File: config.mk
export PLATFORM = sky130hd
export DESIGN_NAME = ahb_ram_1024x64_ctrl
export DESIGN_NICKNAME = d
export VERILOG_FILES = /design/src/rtl/ahb_pkg.sv /design/src/rtl/ahb_byte_mask.sv /design/src/rtl/ahb_ram_1024x64_ctrl.sv
export SDC_FILE = /design/constraint.sdc
export NUM_CORES = 1
export LEC_CHECK = 0
export ABC_AREA = 1
export CORE_AREA = 2 2 122 124
export CTS_CLUSTER_DIAMETER = 60
export CTS_CLUSTER_SIZE = 25
export DETAILED_ROUTE_END_ITERATION = 10
export DIE_AREA = 0 0 124 126
export GPL_TIMING_DRIVEN = 0
export PLACE_DENSITY = 0.59
export SLEW_MARGIN = 20
export SYNTH_ARGS = -nofsm -noshare
export SYNTH_HDL_FRONTEND = slang
export SYNTH_SLANG_ARGS = --single-unit
File: constraint.sdc
create_clock -name HCLK -period 1.3 [get_ports HCLK]
set_input_delay 0.26 -clock HCLK [delete_from_list [all_inputs] [get_ports HCLK]]
set_output_delay 0.26 -clock HCLK [all_outputs]
set_load 0.01 [all_outputs]
File: src/rtl/ahb_pkg.sv
// ----------------------------------------------------------------------------
// ahb_pkg
// Shared AHB-Lite definitions for the 64-bit slave front ends:
//   - HTRANS and HSIZE encodings
//   - data-phase state enum used by the SRAM controller
// ----------------------------------------------------------------------------
package ahb_pkg;

    localparam logic [1:0] HTRANS_IDLE   = 2'd0;
    localparam logic [1:0] HTRANS_BUSY   = 2'd1;
    localparam logic [1:0] HTRANS_NONSEQ = 2'd2;
    localparam logic [1:0] HTRANS_SEQ    = 2'd3;

    localparam logic [2:0] HSIZE_BYTE  = 3'd0;
    localparam logic [2:0] HSIZE_HALF  = 3'd1;
    localparam logic [2:0] HSIZE_WORD  = 3'd2;
    localparam logic [2:0] HSIZE_DWORD = 3'd3;

    typedef enum logic [1:0] {
        ST_IDLE    = 2'd0,  // no data phase pending
        ST_RD      = 2'd1,  // read data phase
        ST_WR      = 2'd2,  // write data phase, write commits this cycle
        ST_WR_HOLD = 2'd3   // write data phase extended by a read collision
    } ahb_state_e;

endpackage

File: src/rtl/ahb_byte_mask.sv
// ----------------------------------------------------------------------------
// ahb_byte_mask
// Combinational byte-lane mask for a 64-bit AHB data bus. The address is
// aligned down to the transfer size; sizes above a dword give an empty mask.
//   i_size  in  3  HSIZE
//   i_addr  in  3  HADDR[2:0]
//   o_mask  out 8  byte lane enables
// ----------------------------------------------------------------------------
module ahb_byte_mask
    import ahb_pkg::*;
(
    input  logic [2:0] i_size,
    input  logic [2:0] i_addr,
    output logic [7:0] o_mask
);

    always_comb begin
        o_mask = '0;
        case (i_size)
            HSIZE_BYTE:  o_mask = 8'h01 << i_addr;
            HSIZE_HALF:  o_mask = 8'h03 << {i_addr[2:1], 1'b0};
            HSIZE_WORD:  o_mask = 8'h0F << {i_addr[2], 2'b00};
            HSIZE_DWORD: o_mask = 8'hFF;
            default:     o_mask = '0;
        endcase
    end

endmodule

File: src/rtl/ahb_ram_1024x64_ctrl.sv
// ----------------------------------------------------------------------------
// ahb_ram_1024x64_ctrl
// AHB-Lite slave driving a single-port 1024x64 byte-writable SRAM.
// Zero-wait reads and writes; one wait state when a read address phase meets
// a write data phase on the shared RAM port.
//   HCLK/HRESETn           clock, synchronous active-low reset
//   HSEL/HADDR/HTRANS/     AHB-Lite address phase
//   HWRITE/HSIZE/HREADY
//   HWDATA                 write data (data phase)
//   HREADYOUT/HRESP/HRDATA slave response; HRDATA is the RAM output
//   ram_en/ram_we/ram_a/   RAM macro port
//   ram_di/ram_do
// ----------------------------------------------------------------------------
module ahb_ram_1024x64_ctrl
    import ahb_pkg::*;
#(
    parameter int AW = 13
) (
    input  logic          HCLK,
    input  logic          HRESETn,
    input  logic          HSEL,
    input  logic [31:0]   HADDR,
    input  logic [1:0]    HTRANS,
    input  logic          HWRITE,
    input  logic [2:0]    HSIZE,
    input  logic [63:0]   HWDATA,
    input  logic          HREADY,
    output logic          HREADYOUT,
    output logic          HRESP,
    output logic [63:0]   HRDATA,
    output logic          ram_en,
    output logic [7:0]    ram_we,
    output logic [AW-4:0] ram_a,
    output logic [63:0]   ram_di,
    input  logic [63:0]   ram_do
);

    ahb_state_e    r_state;
    ahb_state_e    w_state_nxt;
    logic [AW-4:0] r_wr_addr;
    logic [7:0]    r_wr_mask;
    logic [7:0]    w_mask;
    logic          w_accept;
    logic          w_rd_present;
    logic          w_rd_accept;
    logic          w_collide;
    logic          w_unused_bits;

    // High address bits alias; HTRANS[0] only separates NONSEQ from SEQ.
    assign w_unused_bits = ^{HADDR[31:AW], HTRANS[0]};

    ahb_byte_mask u_mask (
        .i_size (HSIZE),
        .i_addr (HADDR[2:0]),
        .o_mask (w_mask)
    );

    assign w_accept     = HSEL & HTRANS[1] & HREADY;
    assign w_rd_accept  = w_accept & ~HWRITE;
    // Collision is judged without HREADY: our own HREADYOUT is what drops it.
    assign w_rd_present = HSEL & HTRANS[1] & ~HWRITE;
    assign w_collide    = (r_state == ST_WR) & w_rd_present;

    assign HREADYOUT = ~w_collide;
    assign HRESP     = 1'b0;
    assign HRDATA    = ram_do;

    always_comb begin
        if (w_collide) begin
            w_state_nxt = ST_WR_HOLD;
        end else if (w_accept) begin
            w_state_nxt = HWRITE ? ST_WR : ST_RD;
        end else begin
            w_state_nxt = ST_IDLE;
        end
    end

    always_ff @(posedge HCLK) begin
        if (!HRESETn) begin
            r_state   <= ST_IDLE;
            r_wr_addr <= '0;
            r_wr_mask <= '0;
        end else begin
            r_state <= w_state_nxt;
            if (w_accept && HWRITE) begin
                r_wr_addr <= HADDR[AW-1:3];
                r_wr_mask <= w_mask;
            end
        end
    end

    // Pending write owns the port; otherwise a read address phase goes
    // straight to the RAM so its data is ready in the next cycle.
    always_comb begin
        ram_en = 1'b0;
        ram_we = '0;
        ram_a  = HADDR[AW-1:3];
        ram_di = HWDATA;
        if (!HRESETn) begin
            ram_en = 1'b0;
        end else if (r_state == ST_WR) begin
            ram_en = 1'b1;
            ram_we = r_wr_mask;
            ram_a  = r_wr_addr;
        end else if (w_rd_accept) begin
            ram_en = 1'b1;
        end
    end

endmodule

==> flow_summary.toml, run 1 <==
[yosys]
synth_cell_types = 21
avgSynthCellArea_um2 = 7.048
netlist_instances = 300
yosysSeqAreaShare = 0.1893
synthesis.nets = 470
synth_seq_cells = 20
ys_warn_count = 0
netlist_area_um2 = 2115

[grt]
met3_usage = 0.02536
grt_pass1_vias = 2413
grt_pass1_wl_um = 11030
antenna_found_initial = 1
gr-usage-met2 = 0.1836
grt_max_degree = 11
grt_overflow = 0
grt_use_met1 = 0.08686
grt_usage = 0.08906
grt_busiest_layer = "met2"

[cells_and_area]
area_growth_pct = 102.9
seqCellArea_um2 = 401.6
fillers = 1547
fin_util = 0.2997
nets = 657
final_common_cell = "buf_4"
multi_input_area_um2 = 685.7
drive_above_1_share = 0.4165
final_cell_mix = "buf_4, clkdlybuf4s50_1, nand2_1"

[worst_setup_path]
critical_path.reg2reg.startpoint = "r_state[1]"
regToRegSetupSlack_ns = 0.20
start_kind = "flop"
rr_worst_depth = 7
critPathArrivalTime_ns = 1.38
crit_type = "flop to output pin"
critPathLaunch = "r_state[1]"
cp-endpoint = "ram_a[8]"
cp_max_fo = 6
r2r-end = "r_state[1]"
cp.required_ns = 1.04
cp-end-kind = "output pin"

[power_and_ir_drop]
netSwitchingFraction = 0.2570
p_int_w = 0.001750
ir_worst_vdd_mv = 0.4986
power.switching_w = 0.0006053
power.leakage_nw = 1.941
pwr-share-clk = 0.269
seq_power_share = 0.270
powerDensity_nw_per_um2 = 548.9
power_frac_comb = 0.461

[sta]
setup_ws_ns = -0.3353
min_period_over_period = 1.258
rsz0062_at_grt = "true"
setup_violations = 20
final-max-slew-violation-count = 0
whs_ns = 0.4621
max_freq_mhz = 611.5
finalCriticalPeriod_ns = 1.635
finalHoldViolations = 0
finClkSkew_ns = 0.00001668

[place]
place.gp.congestion = 0.6892
place.port_buffers = 168
hpwl_um = 6768

[drt]
via_count = 2410
viasPerCell = 3.597
ant_nets = 0
drt_pass1_iterations = 4
wl_per_cell_um = 11.66
drc = 0
drtIter0Drc = 53
wl_um = 7812

[clock_network]
ctsHoldBuffers = 0
cts-root-buf = "clkbuf_16"
clk_latency_ns = 0.25
htreeDepth = 1
path_clk_slew_ns = 0.06
clock-sinks = 20
cts_buffer_depth = 2
cts_buffers = 3
tritoncts = "built"

[floorplan]
die_h_um = 126
num_rows = 44
dieArea_um2 = 15620
ios = 319
core_area_um2 = 14310
initial_core_util = 0.1477
die_w_um = 124

[min_path]
holdPathStages = 2
hold_path_class = "flop to flop"

[status]
violations = "negative setup slack"
status = "complete, but fails checks"

[job]
maxCapViolations = 0
[metrics by stage]
stage / setup WS (ns) / setup TNS [ns] / instance area (um2) / instances / power, W
after CTS: -0.3705 / -6.058 / 4213 / 666 / 0.002374
final: -0.3353 / -5.431 / 4290 / 670 / 0.002355
after detailed placement: -0.9009 / -22.07 / 4026 / 652 / 0.001733
after floorplan: 0.05969 / 0 / 2115 / 300 / 0.001177
after global routing: -0.3978 / -6.782 / 4290 / 670 / 0.002469
after global placement: -0.9146 / -21.55 / 4026 / 652 / 0.001721
[cell type report]
| cell class | count | share of cell area |
|---|---|---|
| Antenna cell | 1 | 0.0005833 |
| Buffer | 136 | 0.2406 |
| Clock buffer | 3 | 0.01750 |
| Inverter | 19 | 0.01721 |
| Multi-Input combinational cell | 125 | 0.1598 |
| Sequential cell | 20 | 0.09361 |
| Tap cell | 184 | 0.05366 |
| Timing Repair Buffer | 182 | 0.4170 |
[Yosys cell counts (all sizes together)]
| library cell | count | share of area |
|---|---|---|
| a21oi | 10 | 0.024 |
| buf | 134 | 0.48 |
| clkbuf | 2 | 0.0036 |
| conb | 1 | 0.0018 |
| dfxtp | 20 | 0.19 |
| inv | 19 | 0.034 |
| mux2 | 10 | 0.055 |
| nand2 | 35 | 0.066 |
| nand3 | 13 | 0.031 |
| nand3b | 1 | 0.0036 |
| nand4 | 1 | 0.0030 |
| nor2 | 42 | 0.080 |
| o21ai | 11 | 0.026 |
| o21bai | 1 | 0.0036 |
[per-layer routing]
| metal | part of all wire | wire, um |
|---|---|---|
| met5 | 0 | 0 |
| met4 | 0.0058 | 45 |
| met3 | 0.10 | 816 |
| met2 | 0.55 | 4309 |
| met1 | 0.34 | 2641 |
[logic make-up after synthesis]
| group | Yosys count | share of synthesized area |
|---|---|---|
| buf+inv | 155 | 0.5172 |
| simple gates | 92 | 0.1834 |
| compound gates | 22 | 0.05326 |
| flops | 20 | 0.1893 |
| mux | 10 | 0.05503 |
| other cells | 1 | 0.001773 |
[worst max-delay path, cell delays in order (launching register included)]
cell,delay [ns]
dfxtp_2,0.32
inv_2,0.04
nor2_4,0.10
nand2_4,0.10
buf_8,0.15
mux2_4,0.30
buf_6,0.12
[worst min path at each step]
stage                             from            to  slack (ns)
after floorplan               HADDR[3]  r_wr_addr[0]        0.42
after global placement    r_wr_mask[7]  r_wr_mask[7]        0.45
after detailed placement  r_wr_mask[7]  r_wr_mask[7]        0.46
after CTS                 r_wr_mask[7]  r_wr_mask[7]        0.46
after global routing      r_wr_mask[7]  r_wr_mask[7]        0.49
final                     r_wr_mask[7]  r_wr_mask[7]        0.46
[registers in the layout (all words and copies together) (netlist names)]
name       count
r_state        2
r_wr_mask      8
r_wr_addr     10
[power groups by stage]
stage | clock [W] | combinational [W] | sequential (W)
CTS | 0.000647 | 0.00109 | 0.000635
finish | 0.000633 | 0.00109 | 0.000635
detailed placement | 0 | 0.00108 | 0.000649
global route | 0.000672 | 0.00116 | 0.000637
global placement | 0 | 0.00107 | 0.000648
floorplan | 0 | 0.000530 | 0.000647
[what timing repair did]
item	in CTS	in global routing
hold endpoints to repair	0	0
setup buffers	11	3
setup endpoints to repair	39	28
pin swaps	3	3
gates resized for setup	111	14
No activity file was read; power rests on OpenSTA's default activity.
==> run 2: changes to the inputs <==
Settings changed: GPL_TIMING_DRIVEN 0 to default, SKIP_CTS_REPAIR_TIMING from default to 1.
==> run 2 against run 1 <==
  * The flow still finishes with violations (negative setup slack)
  * Routed wire length shrank 27%
  * Via count fell by 38%
  * Worst setup slack lost 0.15 ns
  * Largest power group is now the clock network
  * Combinational power decreased by 73%
  * Hold slack gained 0.0019 ns
  * Final cell count fell by 37%
  * Fmax shrank 8.3%
  * Flip-flop and latch count is the same
  * Clock skew barely moved
==> flow_summary.toml, run 2 (same netlist as run 1, synthesis figures left out) <==
[cells_and_area]
largestRegisters = "r_wr_addr x10, r_wr_mask x8, r_state x2"
registers.top_by_ff_count = "r_wr_addr"
area_growth_pct = 2.071
n_antenna_cell = 0
final_common_cell = "nor2_1"
largest_reg_flops = 10
fin_cells = 424
final_cell_mix = "nor2_1, nand2_1, dfxtp_1"
nets = 411
final_cell_area_um2 = 2158
drive_above_1_share = 0.3375

[sta]
final-max-slew-violation-count = 0
rsz0062_at_grt = "true"
finClkSkew_ns = 0.0003775
setup_ws_ns = -0.4827
max_freq_mhz = 561.0
min_period_over_period = 1.371
finalHoldViolations = 0
finalCriticalPeriod_ns = 1.783
setup_violations = 20

[drt]
via_count = 1483
drc = 0
drtIter0Drc = 54
wl_per_cell_um = 13.46
wl_um = 5705
viasPerCell = 3.498
drt_pass1_iterations = 4
ant_nets = 0

[worst_setup_path]
critPathArrivalTime_ns = 1.52
cp-end-kind = "output pin"
crit_buf_inv = 3
critical_path.cell_chain = "inv_2 > nor2_4 > buf_4 > nand2_4 > mux2_2 > dlymetal6s2s_1"
cp.required_ns = 1.04
r2r-end = "r_state[0]"
regToRegSetupSlack_ns = 0.14
critical_path.reg2reg.startpoint = "r_state[1]"
cp_max_fo = 4
critPathMaxStageDelay_ns = 0.32
worst_path_max_delay_cell = "dfxtp_2"
cpLargestDelayFamily = "buffers and inverters"
crit_type = "flop to output pin"
rr_worst_depth = 6
start_kind = "flop"

[floorplan]
core_area_um2 = 14310
die_w_um = 124
dieArea_um2 = 15620
initial_core_util = 0.1477
num_rows = 44
ios = 319
die_h_um = 126

[grt]
grt_max_degree = 18
antenna_found_initial = 0
grt_pass1_wl_um = 7734
grt_pass1_vias = 1436
grt_usage = 0.06703
grt_overflow = 0

[clock_network]
clk_latency_ns = 0.25
clock-sinks = 20
cts_buffers = 3
tritoncts = "built"
path_clk_slew_ns = 0.06
cts_buffer_depth = 2
htreeDepth = 1
cts-root-buf = "clkbuf_16"

[min_path]
hold_path_class = "flop to flop"
worstHoldStart = "r_wr_mask[0]"
hold_path_end = "r_wr_mask[0]"
holdPathStages = 2

[place]
place_area_um2 = 1873
hpwl_um = 4313
dpl.cell_count = 406
place.port_buffers = 41
place.gp.congestion = 0.7580
post-place-ws_ns = -0.7999

[power_and_ir_drop]
power.leakage_nw = 0.9567
ir_worst_vdd_mv = 0.4953
power_w = 0.001643
powerDensity_nw_per_um2 = 761.1

[job]
maxCapViolations = 0

[status]
status = "complete, but fails checks"
violations = "negative setup slack"
-- run 2: changes by cell type in the layout (fill, tap and decap cells not counted), sizes merged --
cell | previous run | this run
clkbuf | 5 | 10
clkdlybuf4s50 | 141 | 15
dlygate4sd2 | 4 | 0
buf | 168 | 39
dlymetal6s2s | 3 | 10
diode | 1 | 0
nand2 | 35 | 37
-- run 2: layout make-up --
class,instances,area (um2)
multi-input cells,127,699.4
fillers,1650,12160
repair buffers,70,664.4
clock buffers,4,88.84
flip-flops and latches,20,401.6
inverters,19,73.82
well taps,184,230.2
-- run 2: power breakdown --
part	total (W)	internal [W]	switching (W)	leakage, nW
sequential	0.000636	0.000628	0.00000780	0.163
clock	0.000714	0.000469	0.000244	0.0442
combinational	0.000293	0.000158	0.000135	0.750
total	0.00164	0.00126	0.000388	0.957
-- run 2: how the worst max path moves through the flow --
stage / from / to / slack, ns / cells after the start
CTS: HRESETn / ram_a[7] / -0.81 / 4
floorplan: r_state[1] / ram_a[8] / 0.06 / 5
global route: r_state[1] / ram_a[0] / -0.55 / 6
global placement: HRESETn / ram_a[3] / -0.78 / 4
finish: r_state[1] / ram_a[7] / -0.48 / 6
detailed placement: HRESETn / ram_a[7] / -0.80 / 4
-- run 2: metrics by stage --
| step | hold slack (ns) | setup TNS [ns] | utilization |
|---|---|---|---|
| after global placement | 0.4538 | -21.40 | 0.1309 |
| after CTS | 0.4663 | -17.25 | 0.1371 |
| after floorplan | 0.4226 | 0 | - |
| after global routing | 0.4902 | -9.504 | 0.1508 |
| final | 0.4639 | -8.034 | 0.1508 |
| after detailed placement | 0.4565 | -22.22 | 0.1309 |
-- run 2: per-layer routing --
metal	wire [um]	track usage	vias up
li1	-	-	677
met5	0	0	-
met3	810	0.04710	80
met4	643	0.07270	0
met2	2314	0.08791	86
met1	1936	0.06460	640
-- run 2: worst min-delay path: stages (launching register included) --
cell     delay (ns)
dfxtp_1        0.31
nand2_1        0.06
a21oi_1        0.05
==> run 3: changes to the inputs <==
Settings changed: HOLD_SLACK_MARGIN from default to 0.06.
==> results of run 3 <==
Same layout as run 2: the final DEF is identical, and so are final timing and power.
